[src/rtl/core_v_mini_mcu_pkg.sv]
// MCU-level encodings: arbiter source IDs and lock state.
package core_v_mini_mcu_pkg;

  typedef enum logic {
    SRC_INSTR = 1'b0,
    SRC_DATA  = 1'b1
  } src_id_e;

  typedef enum logic {
    ARB_IDLE   = 1'b0,
    ARB_LOCKED = 1'b1
  } arb_state_e;

endpackage

[src/rtl/obi_pkg.sv]
// OBI bus payload types shared by CPU-side and bus-side blocks.
package obi_pkg;

  localparam int unsigned OBI_ADDR_W = 32;
  localparam int unsigned OBI_DATA_W = 32;
  localparam int unsigned OBI_BE_W   = OBI_DATA_W / 8;

  typedef struct packed {
    logic                  req;
    logic [OBI_ADDR_W-1:0] addr;
    logic                  we;
    logic [OBI_BE_W-1:0]   be;
    logic [OBI_DATA_W-1:0] wdata;
  } obi_req_t;

  typedef struct packed {
    logic                  gnt;
    logic                  rvalid;
    logic [OBI_DATA_W-1:0] rdata;
  } obi_resp_t;

endpackage

[src/rtl/obi_src_id_fifo.sv]
// In-order source-ID FIFO: remembers which port issued each outstanding transaction.
module obi_src_id_fifo #(
  parameter int unsigned DEPTH = 2
) (
  input  logic                             clk_i,
  input  logic                             rst_i,
  input  logic                             push,
  input  logic                             din,
  input  logic                             pop,
  output logic                             head,
  output logic [$clog2(DEPTH+1)-1:0]       count,
  output logic                             empty,
  output logic                             full
);

  localparam int unsigned PTR_W = (DEPTH > 1) ? $clog2(DEPTH) : 1;
  localparam int unsigned CNT_W = $clog2(DEPTH+1);

  logic [DEPTH-1:0] mem_q;
  logic [PTR_W-1:0] wr_ptr_q;
  logic [PTR_W-1:0] rd_ptr_q;
  logic [CNT_W-1:0] count_q;
  logic             push_ok;
  logic             pop_ok;

  function automatic logic [PTR_W-1:0] next_ptr(input logic [PTR_W-1:0] p);
    return (p == PTR_W'(DEPTH-1)) ? '0 : p + PTR_W'(1);
  endfunction

  // Overflow/underflow guards; callers should never rely on them.
  always_comb begin
    push_ok = push & ~full;
    pop_ok  = pop & ~empty;
  end

  // Storage, pointers and occupancy.
  always_ff @(posedge clk_i) begin
    if (rst_i) begin
      mem_q    <= '0;
      wr_ptr_q <= '0;
      rd_ptr_q <= '0;
      count_q  <= '0;
    end else begin
      if (push_ok) begin
        mem_q[wr_ptr_q] <= din;
        wr_ptr_q        <= next_ptr(wr_ptr_q);
      end
      if (pop_ok) begin
        rd_ptr_q <= next_ptr(rd_ptr_q);
      end
      case ({push_ok, pop_ok})
        2'b10:   count_q <= count_q + CNT_W'(1);
        2'b01:   count_q <= count_q - CNT_W'(1);
        default: count_q <= count_q;
      endcase
    end
  end

  // Status and head view, all from registered state.
  always_comb begin
    head  = mem_q[rd_ptr_q];
    count = count_q;
    empty = (count_q == '0);
    full  = (count_q == CNT_W'(DEPTH));
  end

endmodule

[src/rtl/cpu_obi_port_arbiter.sv]
// Merges the core instruction and data OBI ports onto one bus manager port.
module cpu_obi_port_arbiter
  import obi_pkg::*;
  import core_v_mini_mcu_pkg::*;
#(
  parameter int unsigned MAX_OUTSTANDING = 2,
  parameter bit          DATA_PRIORITY   = 1'b0
) (
  input  logic                                 clk_i,
  input  logic                                 rst_i,
  input  obi_req_t                             instr_req_i,
  output obi_resp_t                            instr_resp_o,
  input  obi_req_t                             data_req_i,
  output obi_resp_t                            data_resp_o,
  output obi_req_t                             bus_req_o,
  input  obi_resp_t                            bus_resp_i,
  output logic [$clog2(MAX_OUTSTANDING+1)-1:0] outstanding_o
);

  localparam int unsigned CNT_W = $clog2(MAX_OUTSTANDING+1);

  arb_state_e       state_q, state_d;
  src_id_e          sel_q, sel_d;
  src_id_e          last_q, last_d;
  src_id_e          sel_c;
  logic             sel_req_c;
  logic             hs_c;
  logic             pop_c;
  logic             fifo_head;
  logic [CNT_W-1:0] cnt_q;
  logic             fifo_empty;
  logic             fifo_full;

  obi_src_id_fifo #(
    .DEPTH (MAX_OUTSTANDING)
  ) u_src_id_fifo (
    .clk_i (clk_i),
    .rst_i (rst_i),
    .push  (hs_c),
    .din   (sel_c),
    .pop   (pop_c),
    .head  (fifo_head),
    .count (cnt_q),
    .empty (fifo_empty),
    .full  (fifo_full)
  );

  // Lock state, held selection and round-robin history.
  always_ff @(posedge clk_i) begin
    if (rst_i) begin
      state_q <= ARB_IDLE;
      sel_q   <= SRC_INSTR;
      last_q  <= SRC_INSTR;
    end else begin
      state_q <= state_d;
      sel_q   <= sel_d;
      last_q  <= last_d;
    end
  end

  // Selection, request mux, grant/response routing and next state.
  always_comb begin
    state_d      = state_q;
    sel_d        = sel_q;
    last_d       = last_q;
    sel_c        = SRC_INSTR;
    bus_req_o    = '0;
    instr_resp_o = '0;
    data_resp_o  = '0;

    if (state_q == ARB_LOCKED) begin
      sel_c = sel_q;
    end else if (instr_req_i.req && data_req_i.req) begin
      if (DATA_PRIORITY) sel_c = SRC_DATA;
      else               sel_c = (last_q == SRC_INSTR) ? SRC_DATA : SRC_INSTR;
    end else if (data_req_i.req) begin
      sel_c = SRC_DATA;
    end

    bus_req_o     = (sel_c == SRC_DATA) ? data_req_i : instr_req_i;
    sel_req_c     = bus_req_o.req;
    // Limit uses the registered count only, so a freed slot is usable next cycle.
    bus_req_o.req = sel_req_c & ~fifo_full & ~rst_i;

    hs_c  = bus_req_o.req & bus_resp_i.gnt;
    pop_c = bus_resp_i.rvalid & ~fifo_empty & ~rst_i;

    instr_resp_o.gnt    = hs_c & (sel_c == SRC_INSTR);
    data_resp_o.gnt     = hs_c & (sel_c == SRC_DATA);
    instr_resp_o.rdata  = bus_resp_i.rdata;
    data_resp_o.rdata   = bus_resp_i.rdata;
    instr_resp_o.rvalid = pop_c & (src_id_e'(fifo_head) == SRC_INSTR);
    data_resp_o.rvalid  = pop_c & (src_id_e'(fifo_head) == SRC_DATA);

    case (state_q)
      ARB_IDLE: begin
        if (bus_req_o.req && !bus_resp_i.gnt) begin
          state_d = ARB_LOCKED;
          sel_d   = sel_c;
        end
      end
      ARB_LOCKED: begin
        // Also release if the held requester withdraws, so a misbehaving core cannot wedge the port.
        if (hs_c || !sel_req_c) state_d = ARB_IDLE;
      end
      default: state_d = ARB_IDLE;
    endcase

    if (hs_c) last_d = sel_c;

    outstanding_o = rst_i ? '0 : cnt_q;
  end

  // A response with nothing outstanding is a bus protocol violation.
  always @(posedge clk_i) begin
    if (!rst_i) assert (!(bus_resp_i.rvalid && fifo_empty));
  end

endmodule

[config.mk]
export PLATFORM = sky130hd
export DESIGN_NAME = cpu_obi_port_arbiter
export DESIGN_NICKNAME = d
export VERILOG_FILES = /design/src/rtl/core_v_mini_mcu_pkg.sv /design/src/rtl/obi_pkg.sv /design/src/rtl/obi_src_id_fifo.sv /design/src/rtl/cpu_obi_port_arbiter.sv
export SDC_FILE = /design/constraint.sdc
export NUM_CORES = 1
export LEC_CHECK = 0
export ABC_AREA = 1
export CAP_MARGIN = 20
export CORE_AREA = 3 3 122 124
export DETAILED_ROUTE_END_ITERATION = 6
export DIE_AREA = 0 0 125 127
export PLACE_DENSITY_LB_ADDON = 0.12
export SLEW_MARGIN = 30
export SYNTH_ARGS = -nofsm -noshare
export SYNTH_HDL_FRONTEND = slang
export SYNTH_SLANG_ARGS = --single-unit
[constraint.sdc]
create_clock -name clk_i -period 1.4 [get_ports clk_i]
set_input_delay 0.21 -clock clk_i [delete_from_list [all_inputs] [get_ports clk_i]]
set_output_delay 0.21 -clock clk_i [all_outputs]
set_load 0.02 [all_outputs]
== Word-level counts from Yosys, hierarchy flattened ==
Cells that the tools add are included.
Storage, ports and cells
  memory bits (read-only): 0
  flip-flop bits (word level): 9
  output and inout bits: 140
  memories kept: 0
  latch bits: 0
  memory bits (writable): 0
Operators by class
  reductions and logical operators: 9
  divide/modulo/power cells: 0
  equality and inequality tests: 3
  multiplexer cells: 17
  add/subtract/negate cells: 4
  magnitude comparators: 3
  multiply operators: 0
  shift-type cells: 0
  bitwise logic cells: 17
Operator list (count)
  two-way mux 70 bit: 1
  bitwise AND 1 bit: 11
  two-way mux 1 bit: 11
  inverter 1 bit: 6
  equality test 2 bit (second input constant): 2
  < comparator 1 x 2 -> 1 bit (second input constant): 2
  one-hot mux 2 bit (2 select lines): 1
  logical AND 1 bit: 3
  adder 1 bit (second input constant): 2
  adder 2 x 1 -> 2 bit (second input constant): 1
  bitwise mux 2 bit: 1
  equality test 2 x 1 -> 1 bit (second input constant): 1
  logical NOT 1 bit: 2
  logical NOT 2 bit: 1
  two-way mux 2 bit: 1
  one-hot mux 1 bit (2 select lines): 1
  AND reduction 2 bit: 1
  nonzero test 2 bit: 1
  subtractor 2 x 1 -> 2 bit (second input constant): 1
  demux 1 bit (select 1 bit): 1
  >= comparator 1 bit (second input constant): 1
  logical OR 1 bit: 1

== Longest topological paths before layout ==
Gate-level depths: netlist of the first run.
  depth after elaboration: 10
  gate-level depth with buffers: 9
  gate-level depth less buffers: 9

== Modules after synthesis ==
A second synthesis of the first run with hierarchy kept.
Unflattened totals
  cells, all modules: 382
  area total of the unflattened synthesis: 1943.1 sq um
By module, submodules not included
  cpu_obi_port_arbiter: seq. area each 60.1 sq um, times used 1, area each 1619.1 sq um, cells each 330
  obi_src_id_fifo: seq. area each 120.1 sq um, times used 1, area each 324.1 sq um, cells each 52

== Least setup slack after synthesis of the first run ==
Ideal clock, no wire load.
  kind: register to register
  start: register state_q
  end: register u_src_id_fifo.count_q[1] (netlist: u_src_id_fifo.count[1])
  period minus slack after synthesis: 1.595 ns
  stages on the path, launching flop included: 10
  setup slack: -0.195 ns
  data arrival time: 1.473 ns
  required time: 1.278 ns
  buffers on the path: 0
  cell sequence: dfxtp_1 -> inv_1 -> nand3_2 -> nand3_1 -> nand4_4 -> ha_1 -> a21oi_1 -> o21ai_0 -> o21ai_0 -> a21oi_1
Between the ends
  word-level cells in the longest chain between the ends: 8
  elaborated cells on any way between the ends: 10
  those cells by class: eq/ne: 2; mux: 3; bitwise: 4; reduce/logical: 1
RTL lines
  from (decl): line cpu_obi_port_arbiter.sv:22  | arb_state_e state_q, state_d;
  from (signal assigned): line cpu_obi_port_arbiter.sv:55  | state_q <= state_d;
  two-way mux 1 bit *: line cpu_obi_port_arbiter.sv:71  | if (state_q == ARB_LOCKED) begin
  two-way mux 70 bit *: line cpu_obi_port_arbiter.sv:80  | bus_req_o = (sel_c == SRC_DATA) ? data_req_i : instr_req_i;
  bitwise AND 1 bit * (2 in series): line cpu_obi_port_arbiter.sv:83  | bus_req_o.req = sel_req_c & ~fifo_full & ~rst_i;
  bitwise AND 1 bit *: line cpu_obi_port_arbiter.sv:85  | hs_c = bus_req_o.req & bus_resp_i.gnt;
  bitwise AND 1 bit *: line obi_src_id_fifo.sv:32  | push_ok = push & ~full;
  equality test 2 x 1 -> 1 bit or equality test 2 bit (tied branches): line obi_src_id_fifo.sv:51  | case ({push_ok, pop_ok})
  one-hot mux 2 bit (2 select lines) or nonzero test 2 bit (tied branches)
  to (signal assigned): line obi_src_id_fifo.sv:52  | 2'b10: count_q <= count_q + CNT_W'(1);
  to (signal assigned): line obi_src_id_fifo.sv:53  | 2'b01: count_q <= count_q - CNT_W'(1);
  to (signal assigned): line obi_src_id_fifo.sv:54  | default: count_q <= count_q;
  to (decl): line obi_src_id_fifo.sv:22  | logic [CNT_W-1:0] count_q;
Mark *: on every way between the ends. The rest lies on a longest branch, timed or not.
A chain may end at the register's enable or synchronous reset.

==> results of run 1 <==
[cell families after synthesis]
| kind of cell | Yosys count |
|---|---|
| buffers and inverters | 91 |
| flip-flops | 9 |
| AO/OA/AOI/OAI | 16 |
| AND/OR/NAND/NOR | 239 |
| adder cells (fa/ha/maj) | 1 |
[critical path, cell delays in order, from the launching register on]
cell and delay [ns]:
dfxtp_2 0.33, inv_2 0.06, nand3_4 0.08, nand2_4 0.09, buf_12 0.13, clkinv_16 0.06
buf_12 0.12, buf_12 0.13, buf_8 0.12, buf_6 0.11, nand2_2 0.05, nand2_2 0.06
buf_6 0.13
[repair_timing]
item	4_1_cts	5_1_grt
hold endpoints to repair	0	0
resized for setup	552	72
pin swaps	26	25
gates cloned	7	0
setup buffers	42	14
setup endpoints to repair	82	83
[registers in the layout (all words and copies together), names as in the netlist]
register,flops
state_q,1
u_src_id_fifo.count,2
u_src_id_fifo.rd_ptr_q,1
u_src_id_fifo.wr_ptr_q,1
u_src_id_fifo.mem_q,2
sel_q,1
last_q,1
[placed cells by master (no fill, tap or decap), types with 2 or more instances in the layout]
cell             instances
clkdlybuf4s50_1        139
nand2_1                136
buf_6                   85
nand2_2                 68
buf_4                   38
nand2_4                 11
inv_1                    8
nor2_1                   7
buf_16                   7
buf_8                    7
nor2_2                   5
a21oi_1                  5
dlygate4sd2_1            5
dfxtp_2                  5
buf_2                    5
buf_12                   5
inv_2                    4
o21ai_2                  4
nor2_4                   3
clkbuf_16                3
dfxtp_1                  3
nand3_4                  2
or2_4                    2
a21oi_4                  2
nand4_1                  2
[cell type report]
cell class | instances | area [um2]
fill | 1455 | 8790
timing repair buffer | 292 | 3110
multi-input combinational | 256 | 1420
tap | 180 | 225
sequential | 9 | 190
clock buffer | 4 | 78.8
inverter | 13 | 75.1
[worst max-delay path by stage]
stage	to	cells after the start	slack, ns	from
4_1_cts	bus_req_o[18]	7	-0.71	last_q
2_1_floorplan	u_src_id_fifo.count[1]	8	-0.07	u_src_id_fifo.count[0]
6_report	bus_req_o[0]	12	-0.52	state_q
5_1_grt	u_src_id_fifo.count[1]	13	-0.59	state_q
3_5_place_dp	bus_req_o[18]	7	-0.83	data_req_i[69]
3_3_place_gp	bus_req_o[18]	8	-0.83	instr_req_i[69]
[stage by stage]
stage	cells	instance area [um2]	util, %	setup TNS (ns)	power [W]
3_5_place_dp	697	3910	28.2	-61.89	0.00196
3_3_place_gp	697	3910	28.2	-61.71	0.00197
5_1_grt	754	5090	36.7	-33.58	0.00328
6_report	754	5090	36.7	-26.97	0.00309
2_1_floorplan	356	1850	-	-0.0740	0.00123
4_1_cts	749	4930	35.5	-27.99	0.00306
[power by group through the flow]
stage	clock [W]	combinational, W	sequential (W)
finish	0.000510	0.00228	0.000297
CTS	0.000523	0.00224	0.000296
global placement	0	0.00167	0.000294
floorplan	0	0.000936	0.000292
global route	0.000530	0.00245	0.000300
detailed placement	0	0.00167	0.000294
[routing by layer]
layer  global-route usage, %  share of wire, %  vias to the layer above
met5                       0                 0                        -
met4                   0.893              0.46                        0
met3                    4.35               9.9                        4
met2                    24.7                52                      182
met1                    14.9                37                     1228
li1                        -                 -                     1453
==> metrics, run 1 <==
die footprint=0.0159 mm2; minimum clock period=1.92 ns; Clock Latency Late Sink=0.23 ns; reg2reg start=state_q; Switching Fraction=37.1%; root buffer cell=clkbuf_16; worst-path maximum fanout=6; routed len/inst=14.7 um; largest net degree at the start of global routing=26; r2r endpoint=u_src_id_fifo.count[1]; FF-to-FF setup slack=-0.48 ns; Fmax achieved=521 MHz; Setup WS pre-CTS=-0.834 ns; total clock sinks=9; CTS clk-pin slew, worst paths=0.04 ns; fraction of layout cells with a size suffix above 1=46.2%; failing checks=setup timing; post-synthesis simple-gate area fraction=51.8%; Cell Area, Synth=0.00182 mm2; Longest Clk Path Bufs=2; clock share of power=16.5%; vias per std cell=3.80; global-route wire length before repair=16700 um; IO Pins=316; top area cells in the synthesized netlist=nand2_1 (44%), buf_4 (27%), dfxtp_1 (9.9%); internal power=0.00194 W; top_reg_cell synth=dfxtp_1; share of power burned in combinational logic=73.9%; top cell type's share of synthesized area=44.0%; Compound-Gate Fraction of Synth Area=5.14%; Starting Density=13.1%; setup violators final=80; crit path kind=reg -> out; Min Hold Slack=0.420 ns; Post-Syn Nets=533; initial antenna violation count=0; initial DRC count=51; port bufs=219; Hold Path Cell Cnt=0; slew margin rel.=81.2%; maximum vdd drop=0.414 mV; CTS H-tree lvls=1; CP Data Arrival Time=1.71 ns; die width=125 um; Hold WC Path Type=in -> out; synth unique cells=22; RSZ-0062 raised after global routing=true; Ys Warns=0; main combinational cell family by area after synthesis=simple AND/OR/NAND/NOR gates; Synth Area in XOR/XNOR=0%; power density cells=607 mW/mm2; P_sw=0.00115 W; CTS tree=built; cells on worst reg2reg path=13; TritonCTS buffer count=3; #FFs+latches synth=9; outcome=finished, violations left; number of cell rows=43; routability congestion estimate=0.832; Slew Viols, Final=0; core area=0.0139 mm2; Min-Delay Endpoint=data_resp_o[22]; share of flip-flops with an asynchronous set or reset=0%; vias in the first global route=2999; synth cell count leaders=nand2_1 (214), buf_4 (65), nor2_1 (13); Worst Max-Slew Pin Slew=0.282 ns; most numerous cell in the Yosys netlist=nand2_1; Post-synth EDFFs=0; Post-Syn Instances=356; final worst slack=-0.518 ns; Worst Path Required=1.19 ns; Lkg Pwr=2.43 nW; clk_skew=0.000824 ns; area grow syn2layout=179%; DR DRC count=0; Worst Min Path Start=bus_resp_i[22]; period utilization=137%; Synth Area in Adders=0.686%; First-pass DRT Iterations=4; Yosys top cell by area=nand2_1; final hold vios=0; Sequential Power Share=9.6%; mux share of post-synthesis cell area=0%; gr ovfl total=0; max capacitance violation total=0; DP HPWL=7560 um; Routed WL=11100 um; ANT nets after route=0; DIE HEIGHT=127 um; startpoint types=register; Seq/Total Area, Yosys=9.88%; Antenna Cells=0; detailed-route via count=2867; synthesized area per cell=5.12 um2; GR Util All Layers=13.0%; Critical Path Sink Type=primary output; Post-CTS Hold Buffers=0; Nets=752
Power figures use the tool's default switching activity.
==> run 2: changes to the inputs <==
Settings changed: CORE_AREA 3 3 122 124 to 5 5 120 122.
==> metrics, run 2 (synthesis results as in run 1) <==
Worst Path Required=1.19 ns; CP Data Arrival Time=1.48 ns; First-pass DRT Iterations=4; TritonCTS buffer count=3; die footprint=0.0159 mm2; global-route wire length before repair=17000 um; period utilization=121%; post-layout instance area=0.00520 mm2; final core utilization=39.8%; CTS clk-pin slew, worst paths=0.04 ns; final worst slack=-0.295 ns; Starting Density=13.9%; gr ovfl total=0; DIE HEIGHT=127 um; DP HPWL=7960 um; Antenna Cells=0; Critical Path Sink Type=primary output; Clock Latency Late Sink=0.23 ns; max capacitance violation total=0; Fmax achieved=590 MHz; DP Area=0.00396 mm2; clk_skew=0.00117 ns; Worst Max-Slew Pin Slew=0.253 ns; Slew Viols, Final=0; RSZ-0062 raised after global routing=true; root buffer cell=clkbuf_16; initial antenna violation count=0; power density cells=608 mW/mm2; routability congestion estimate=0.905; CTS tree=built; CTS H-tree lvls=1; Longest Clk Path Bufs=2; commonest non-fill, non-tap cells in the layout=clkdlybuf4s50_1 (139), nand2_1 (87), nand2_2 (85), buf_6 (80), nand2_4 (43); final hold vios=0; routed len/inst=15.8 um; largest net degree at the start of global routing=17; die width=125 um; detailed-route via count=2860; maximum vdd drop=0.538 mV; startpoint types=register; port bufs=219; fraction of layout cells with a size suffix above 1=51.4%; initial DRC count=48; failing checks=setup timing; ANT nets after route=0; worst-path maximum fanout=7; Lkg Pwr=2.47 nW; minimum clock period=1.69 ns; Hold WC Path Type=in -> out; total clock sinks=9; most common cell after layout, fill and taps aside=clkdlybuf4s50_1; slew margin rel.=83.1%; vias in the first global route=3025; area grow syn2layout=185%; vias per std cell=3.93; Routed WL=11500 um; Nets=730; core area=0.0131 mm2; crit path kind=reg -> out; setup violators final=79; DR DRC count=0; GR Util All Layers=13.4%; outcome=finished, violations left; IO Pins=316; number of cell rows=42
-- run 2: cell types whose count changed in the layout (fill, tap and decap cells not counted), sizes merged --
cell	change
clkbuf	+2
inv	+1
clkinv	-1
buf	-24
-- run 2: layout make-up --
cell class	count	area, um2
tap	176	220
fill	1319	7880
timing repair buffer	270	2990
clock buffer	4	78.8
multi-input combinational	256	1670
inverter	13	56.3
sequential	9	188
-- run 2: layer usage --
metal | track usage, % | part of all wire, % | vias to the layer above
met5 | 0 | 0 | -
met4 | 2.81 | 2.2 | 0
met3 | 5.30 | 9.8 | 15
met2 | 26.4 | 54 | 185
met1 | 13.2 | 34 | 1248
li1 | - | - | 1412
-- run 2: critical path, stage by stage (launching register included) --
cell	delay, ns
dfxtp_2	0.35
inv_2	0.05
nand3_4	0.09
nand2_4	0.09
buf_12	0.15
buf_12	0.13
clkbuf_16	0.16
nand2_2	0.06
nand2_2	0.05
buf_6	0.12
-- run 2: worst paths after layout --
kind | startpoint | endpoint | slack [ns] | cells after the start
setup / recovery | state_q | bus_req_o[63] | -0.29 | 9
hold reg to reg | last_q | last_q | 0.49 | 2
hold / removal | bus_resp_i[17] | data_resp_o[17] | 0.42 | 0
setup reg to reg | state_q | u_src_id_fifo.count[1] | -0.28 | 10
-- run 2: power by group --
part	internal, W	total, W	switching (W)	leakage (nW)
logic	0.00129	0.00236	0.00107	2.36
clock network	0.000381	0.000504	0.000124	0.0382
registers	0.000279	0.000296	0.0000168	0.0761
total	0.00195	0.00316	0.00121	2.47
-- run 2: repair_timing --
item,4_1_cts,5_1_grt
gates cloned,9,2
pin swaps,42,41
hold buffers,0,0
resized for setup,589,87
endpoints found under the setup margin,83,83
setup buffers,16,2
-- run 2: through the flow --
stage | total power, W | setup WS, ns | TNS (ns) | hold WS (ns) | instances
after floorplan | 0.00123 | -0.0740 | -0.0740 | 0.272 | 356
after global placement | 0.00200 | -0.837 | -61.98 | 0.420 | 699
after detailed placement | 0.00200 | -0.859 | -63.31 | 0.420 | 699
after CTS | 0.00308 | -0.309 | -19.68 | 0.420 | 728
after global routing | 0.00336 | -0.373 | -23.78 | 0.420 | 728
final | 0.00316 | -0.295 | -17.43 | 0.420 | 728
